$ cat config.mk
export PLATFORM = sky130hd
export DESIGN_NAME = stacker_engine
export DESIGN_NICKNAME = d
export VERILOG_FILES = /design/src/rtl/stacker_pkg.sv /design/src/rtl/stacker_tick.sv /design/src/rtl/stacker_engine.sv
export SDC_FILE = /design/constraint.sdc
export NUM_CORES = 1
export LEC_CHECK = 0
export CAP_MARGIN = 20
export CORE_MARGIN = 3
export CORE_UTILIZATION = 30
export CTS_BUF_LIST = sky130_fd_sc_hd__clkbuf_4 sky130_fd_sc_hd__clkbuf_8
export DETAILED_ROUTE_END_ITERATION = 8
export GPL_TIMING_DRIVEN = 1
export PLACE_DENSITY_LB_ADDON = 0.15
export SYNTH_ARGS = -nofsm -noshare
export SYNTH_HDL_FRONTEND = slang
export SYNTH_SLANG_ARGS = --single-unit
$ cat constraint.sdc
create_clock -name updateClk -period 4.15 [get_ports updateClk]
set_clock_uncertainty 0.1 [all_clocks]
set_input_delay 0.83 -clock updateClk [delete_from_list [all_inputs] [get_ports updateClk]]
set_output_delay 0.83 -clock updateClk [all_outputs]
set_load 0.005 [all_outputs]
$ cat src/rtl/stacker_pkg.sv
// Shared definitions for the LED-matrix stacker engine: state encodings,
// block direction constants and the initial-block mask helper.
package stacker_pkg;

  // Legacy-compatible state encodings (plain constants, not an enum type)
  typedef logic [2:0] state_t;

  localparam state_t S_IDLE  = 3'd0;
  localparam state_t S_CLEAR = 3'd1;
  localparam state_t S_MOVE  = 3'd2;
  localparam state_t S_CHECK = 3'd3;
  localparam state_t S_ALIGN = 3'd4;
  localparam state_t S_WIN   = 3'd5;
  localparam state_t S_LOSE  = 3'd6;

  // RIGHT moves the block toward column 0
  localparam logic DIR_RIGHT = 1'b0;
  localparam logic DIR_LEFT  = 1'b1;

  // Widest matrix row the mask helper can build
  localparam int MASK_MAX_W = 64;

  // Mask with the top len bits of a width-bit row set (left-justified block)
  function automatic logic [MASK_MAX_W-1:0] left_mask(input int width, input int len);
    logic [MASK_MAX_W-1:0] m;
    m = '0;
    for (int i = 0; i < MASK_MAX_W; i++) begin
      if ((i < width) && (i >= width - len)) m[i] = 1'b1;
    end
    return m;
  endfunction

endpackage

$ cat src/rtl/stacker_tick.sv
// Programmable step prescaler: pulses tick for one cycle when the count
// reaches period-1, then wraps to zero. clear dominates enable.
module stacker_tick #(
  parameter int TICK_W = 24
) (
  input  logic              updateClk,
  input  logic              reset_n,
  input  logic              clear,
  input  logic              enable,
  input  logic [TICK_W-1:0] period,
  output logic              tick
);

  logic [TICK_W-1:0] count;
  logic              at_end;

  assign at_end = (count == period - TICK_W'(1));
  assign tick   = enable & at_end;

  // Free-running count while enabled, wrapping on the terminal value
  always_ff @(posedge updateClk or negedge reset_n) begin
    if (!reset_n) begin
      count <= '0;
    end else if (clear) begin
      count <= '0;
    end else if (enable) begin
      count <= at_end ? '0 : count + TICK_W'(1);
    end
  end

endmodule

$ cat src/rtl/stacker_engine.sv
// Stacker game engine: bounces a block along the active row, freezes it on a
// button press, ANDs it with the row below and climbs, speeding up per row.
//
//   state   | meaning
//   --------+-----------------------------------------------------------
//   IDLE    | waiting for a press to start a game
//   CLEAR   | blanking display rows 0..ROWS-1, one per cycle
//   MOVE    | block bouncing on the active row, stepping on each tick
//   CHECK   | AND captured block with row below, write result, score
//   ALIGN   | left-justify the surviving block before the next row
//   WIN     | all rows placed; wait for a press
//   LOSE    | block missed entirely; wait for a press
module stacker_engine
  import stacker_pkg::*;
#(
  parameter int WIDTH       = 8,
  parameter int ROWS        = 8,
  parameter int INIT_LEN    = 3,
  parameter int TICK_W      = 24,
  parameter int PERIOD_INIT = 5_000_000,
  parameter int PERIOD_STEP = 500_000,
  parameter int PERIOD_MIN  = 1_000_000
) (
  input  logic                       updateClk,
  input  logic                       reset_n,
  input  logic                       btn,
  output logic [WIDTH-1:0]           val,
  output logic [$clog2(ROWS)-1:0]    rowIndex,
  output logic                       writeStrobe,
  output logic [$clog2(ROWS+1)-1:0]  level,
  output logic                       win,
  output logic                       lose
);

  localparam int RW = $clog2(ROWS);
  localparam int LW = $clog2(ROWS + 1);

  localparam logic [MASK_MAX_W-1:0] INIT_FULL = left_mask(WIDTH, INIT_LEN);
  localparam logic [WIDTH-1:0]      INIT_MASK = INIT_FULL[WIDTH-1:0];

  localparam logic [TICK_W-1:0] P_INIT = TICK_W'(PERIOD_INIT);
  localparam logic [TICK_W-1:0] P_STEP = TICK_W'(PERIOD_STEP);
  localparam logic [TICK_W-1:0] P_MIN  = TICK_W'(PERIOD_MIN);
  // Periods at or above this can take a full step without dropping below the floor
  localparam logic [TICK_W:0]   P_FLOOR = (TICK_W+1)'(PERIOD_MIN) + (TICK_W+1)'(PERIOD_STEP);

  localparam logic [RW-1:0] LAST_ROW = RW'(ROWS - 1);

  state_t            state;
  logic [WIDTH-1:0]  curr;
  logic [WIDTH-1:0]  prev;
  logic [WIDTH-1:0]  captured;
  logic              dir;
  logic [TICK_W-1:0] period;
  logic [RW-1:0]     row;
  logic              btn_d;

  logic              btn_edge;
  logic              tick;
  logic              tick_clear;
  logic              tick_en;
  logic [WIDTH-1:0]  placed;
  logic [TICK_W-1:0] period_next;
  logic [WIDTH-1:0]  curr_step;
  logic              dir_step;

  assign btn_edge    = btn & ~btn_d;
  assign placed      = captured & prev;
  assign period_next = ({1'b0, period} >= P_FLOOR) ? (period - P_STEP) : P_MIN;
  assign tick_en     = (state == S_MOVE);
  // Counter restarts as MOVE is entered, both from CLEAR and from ALIGN
  assign tick_clear  = ((state == S_CLEAR) && (row == LAST_ROW)) ||
                       ((state == S_ALIGN) && curr[WIDTH-1]);
  assign win         = (state == S_WIN);
  assign lose        = (state == S_LOSE);

  stacker_tick #(
    .TICK_W (TICK_W)
  ) u_tick (
    .updateClk (updateClk),
    .reset_n   (reset_n),
    .clear     (tick_clear),
    .enable    (tick_en),
    .period    (period),
    .tick      (tick)
  );

  // Next block position: bounce off an edge, otherwise keep travelling
  always_comb begin
    dir_step  = dir;
    curr_step = curr;
    if ((dir == DIR_RIGHT) && curr[0]) begin
      dir_step  = DIR_LEFT;
      curr_step = curr << 1;
    end else if ((dir == DIR_LEFT) && curr[WIDTH-1]) begin
      dir_step  = DIR_RIGHT;
      curr_step = curr >> 1;
    end else if (dir == DIR_RIGHT) begin
      curr_step = curr >> 1;
    end else begin
      curr_step = curr << 1;
    end
  end

  // Button history for rising-edge detection
  always_ff @(posedge updateClk or negedge reset_n) begin
    if (!reset_n) btn_d <= 1'b0;
    else          btn_d <= btn;
  end

  // Game FSM with datapath; display writes are registered and appear next cycle
  always_ff @(posedge updateClk or negedge reset_n) begin
    if (!reset_n) begin
      state       <= S_IDLE;
      curr        <= '0;
      prev        <= '1;
      captured    <= '0;
      dir         <= DIR_RIGHT;
      period      <= P_INIT;
      row         <= '0;
      val         <= '0;
      rowIndex    <= '0;
      writeStrobe <= 1'b0;
      level       <= '0;
    end else begin
      writeStrobe <= 1'b0;
      case (state)
        S_IDLE: begin
          if (btn_edge) begin
            state       <= S_CLEAR;
            row         <= '0;
            rowIndex    <= '0;
            val         <= '0;
            writeStrobe <= 1'b1;
          end
        end
        S_CLEAR: begin
          // row doubles as the clear counter; the first blank write was issued from IDLE
          if (row == LAST_ROW) begin
            state       <= S_MOVE;
            curr        <= INIT_MASK;
            prev        <= '1;
            dir         <= DIR_RIGHT;
            period      <= P_INIT;
            level       <= '0;
            row         <= '0;
            rowIndex    <= '0;
            val         <= INIT_MASK;
            writeStrobe <= 1'b1;
          end else begin
            row         <= row + RW'(1);
            rowIndex    <= row + RW'(1);
            val         <= '0;
            writeStrobe <= 1'b1;
          end
        end
        S_MOVE: begin
          // A press wins over a coincident tick, so the pre-shift block is kept
          if (btn_edge) begin
            captured <= curr;
            state    <= S_CHECK;
          end else if (tick) begin
            curr        <= curr_step;
            dir         <= dir_step;
            val         <= curr_step;
            rowIndex    <= row;
            writeStrobe <= 1'b1;
          end
        end
        S_CHECK: begin
          val         <= placed;
          rowIndex    <= row;
          writeStrobe <= 1'b1;
          if (placed == '0) begin
            state <= S_LOSE;
          end else begin
            level <= level + LW'(1);
            if (row == LAST_ROW) begin
              state <= S_WIN;
            end else begin
              row   <= row + RW'(1);
              prev  <= placed;
              curr  <= placed;
              state <= S_ALIGN;
            end
          end
        end
        S_ALIGN: begin
          if (curr[WIDTH-1]) begin
            period      <= period_next;
            dir         <= DIR_RIGHT;
            state       <= S_MOVE;
            val         <= curr;
            rowIndex    <= row;
            writeStrobe <= 1'b1;
          end else begin
            curr <= curr << 1;
          end
        end
        S_WIN, S_LOSE: begin
          if (btn_edge) state <= S_IDLE;
        end
        default: begin
          state <= S_IDLE;
        end
      endcase
    end
  end

endmodule

==> flow_metrics.tcl <==
set metrics [dict create \
    outcome "complete, no violations" \
    antenna_found_initial 0 \
    design_area_um2 6420 \
    rsz0062_at_grt "false" \
    synth-seq-cells 91 \
    finalPower_mw 3.27 \
    fin_crit_sh_pct 83.0 \
    antenna_cells 0 \
    synth_fa_ha_area_share_pct 1.29 \
    synthArstFlopShare_pct 100 \
    synthFlopType "dfrtp_1" \
    cp-start-kind "flip-flop" \
    synth_compound_area_share_pct 18.8 \
    period_minus_slack_ns 3.45 \
    gp_congestion 0.868 \
    grt_first_pass_wirelength_um 25900 \
    cts_tree "yes" \
    start_util_pct 30.9 \
    cts_made_buffers 9 \
    r2r-end "u_tick.count[20]" \
    ys_seq_area_share_pct 39.4 \
    synth_top_area_share_pct 32.2 \
    io_pins 21 \
    worst_slack_ns 0.704 \
    critPathLaunch "period[5]" \
    design.core.area_um2 18900 \
    cts_hold_buffers 0 \
    synth_nets 672 \
    finalHoldViolCount 0 \
    ir_drop_uv 219 \
    postRouteAntennaNets 0 \
    use_met3_pct 3.39 \
    synthMuxAreaShare_pct 6.13 \
    timing.critical_path.to "u_tick.count[20]" \
    use_met1_pct 20.2 \
    dpl.hpwl_um 11200 \
    first_iter_violations 321 \
    syn_area_per_cell_um2 8.80 \
    synthTopCellsByArea "dfrtp_1, dfstp_2, nand2_1" \
    met2_usage_pct 24.7 \
    post_cts_resize_count 0 \
    cp-end-kind "flip-flop" \
    dpl_worst_slack_ns 0.713 \
    num_vias 4939 \
    relSlewSlack_pct 39.8 \
    powerDensity_nw_per_um2 510 \
    reg2reg_slack_ns 0.70 \
    clk_pin_slew_worst_paths_ns 0.09 \
    most-common-layout-cells "nand2_1, dfrtp_1, o21ai_0" \
    path_class "reg -> reg" \
    crit_arrival_ns 3.61 \
    drc 0 \
    die_x_um 145 \
    root_buffer "clkbuf_8" \
    cts_num_sinks 91 \
    grt_usage_pct 14.9 \
    clk_path_buf_depth 2 \
    port-buffer-count 20 \
    synth_cells 663 \
    drt-wirelength-per-cell_um 16.7 \
    viasPerCell 5.32 \
    reg2reg_depth 9 \
    htree_levels 3 \
    wirelength_um 15600 \
    hp-class "in -> async" \
    max_cap_viol_count 0 \
    grt_overflow_total 0 \
    cellLeakagePower_nw 2.67 \
    final_common_cell "nand2_1" \
    fin_tns_setup_ns 0 \
    rows 50 \
    grt_max_degree 85 \
    fmax_mhz 290 \
    first_pass_iters 5 \
    grt_busiest_layer "met2" \
    netlist_area_um2 5830 \
    post_dp_cell_area_um2 6210 \
    die_area_um2 21200 \
    slew_violations 0 \
    drive_gt1_share_pct 13.3 \
    yosysUniqueCellTypes 74 \
    crit_fanout 12 \
    critical_path_required_ns 4.32 \
    clock_latency_ns 0.38 \
    final-setup-viol-count 0 \
    synth_edf_count 0 \
    grt_pass1_vias 4805 \
    finalNetCount 673 \
    synth_top_family_by_area "simple AND/OR/NAND/NOR gates" \
    die_height_um 145 \
    yosysTopAreaCell "dfrtp_1" \
    synthSimpleGateAreaFrac_pct 25.0 \
    synth_xor_area_share_pct 4.05 \
    area_growth_pct 9.99 \
    tightest_slew_ns 0.893 \
    postCtsSetupBuffers 0 \
    r2r_start "period[5]" \
    synth_warnings 0 \
]
[how the worst min path moves through the flow]
stage / startpoint / end / slack [ns] / cells past startpoint
after floorplan: prev[0] / prev[0] / 0.36 / 2
after global placement: prev[6] / prev[6] / 0.37 / 2
after detailed placement: prev[0] / prev[0] / 0.37 / 2
after CTS: reset_n / u_tick.count[7] / 0.13 / 1
after global routing: reset_n / u_tick.count[7] / 0.12 / 1
final: reset_n / u_tick.count[7] / 0.15 / 1
[worst max-delay path: stages (launching register included)]
cell and delay (ns):
dfrtp_1 0.47, nor3_2 0.55, a221oi_1 0.19, or4b_1 0.58
o21a_1 0.16, and4b_1 0.28, a21oi_2 0.51, buf_4 0.30
nand3_1 0.09, o311ai_0 0.11
[flip-flops by register name, indices dropped and copies added (netlist names)]
name,flops
dir,1
val,8
prev,8
writeStrobe,1
btn_d,1
row,3
u_tick.count,24
curr,8
captured,8
period,19
level,4
rowIndex,3
state,3
[through the flow]
stage,util (%),std cells,hold slack (ns)
floorplan,-,663,0.358
global placement,32.9,913,0.369
detailed placement,32.9,913,0.370
CTS,34.0,929,0.129
global route,34.0,929,0.119
finish,34.0,929,0.146
[area by class of cell]
cell class	instances	area, um2
Multi-Input combinational cell	511	3220
Inverter	20	75.1
Fill cell	2010	12500
Tap cell	260	325
Sequential cell	91	2300
Clock inverter	3	27.5
Timing Repair Buffer	31	293
Clock buffer	13	179
[synthesized netlist by cell type, types with 6 or more instances]
library cell / number
o311ai_0: 10
nand2b_1: 13
o21ai_0: 52
ha_1: 6
a31oi_1: 9
dfstp_2: 16
dfrtp_1: 75
xnor2_1: 14
o22ai_1: 7
a21oi_1: 32
nor2b_1: 11
mux2_4: 6
mux2_2: 14
nor2_1: 47
nor3_1: 14
a211oi_1: 7
inv_1: 20
nor3b_1: 6
clkbuf_1: 20
or2_2: 8
xor2_1: 13
nand2_1: 100
mux2i_1: 11
o211ai_1: 6
buf_2: 7
nand4_1: 6
nand3_1: 30
[routing by layer]
layer  share of wire (%)  wire length [um]
met1                  46              7230
met2                  49              7550
met3                 4.0               624
met4                 1.0               157
met5                   0                 0
[report_power, final]
part           total, mW  switching [mW]  internal (mW)
Sequential          1.33           0.262           1.07
Clock              0.641           0.350          0.290
Combinational       1.30           0.742          0.561
Total               3.27            1.35           1.92
[kinds of logic (layout without fill, tap and decap cells)]
logic type	after synthesis	count (layout)
multiplexers	31	31
buffers and inverters	61	67
adder cells (fa/ha/maj)	6	6
AO/OA/AOI/OAI	169	169
XOR/XNOR	27	27
AND/OR/NAND/NOR	278	278
flip-flops	91	91
No activity file was read; power rests on OpenSTA's default activity.
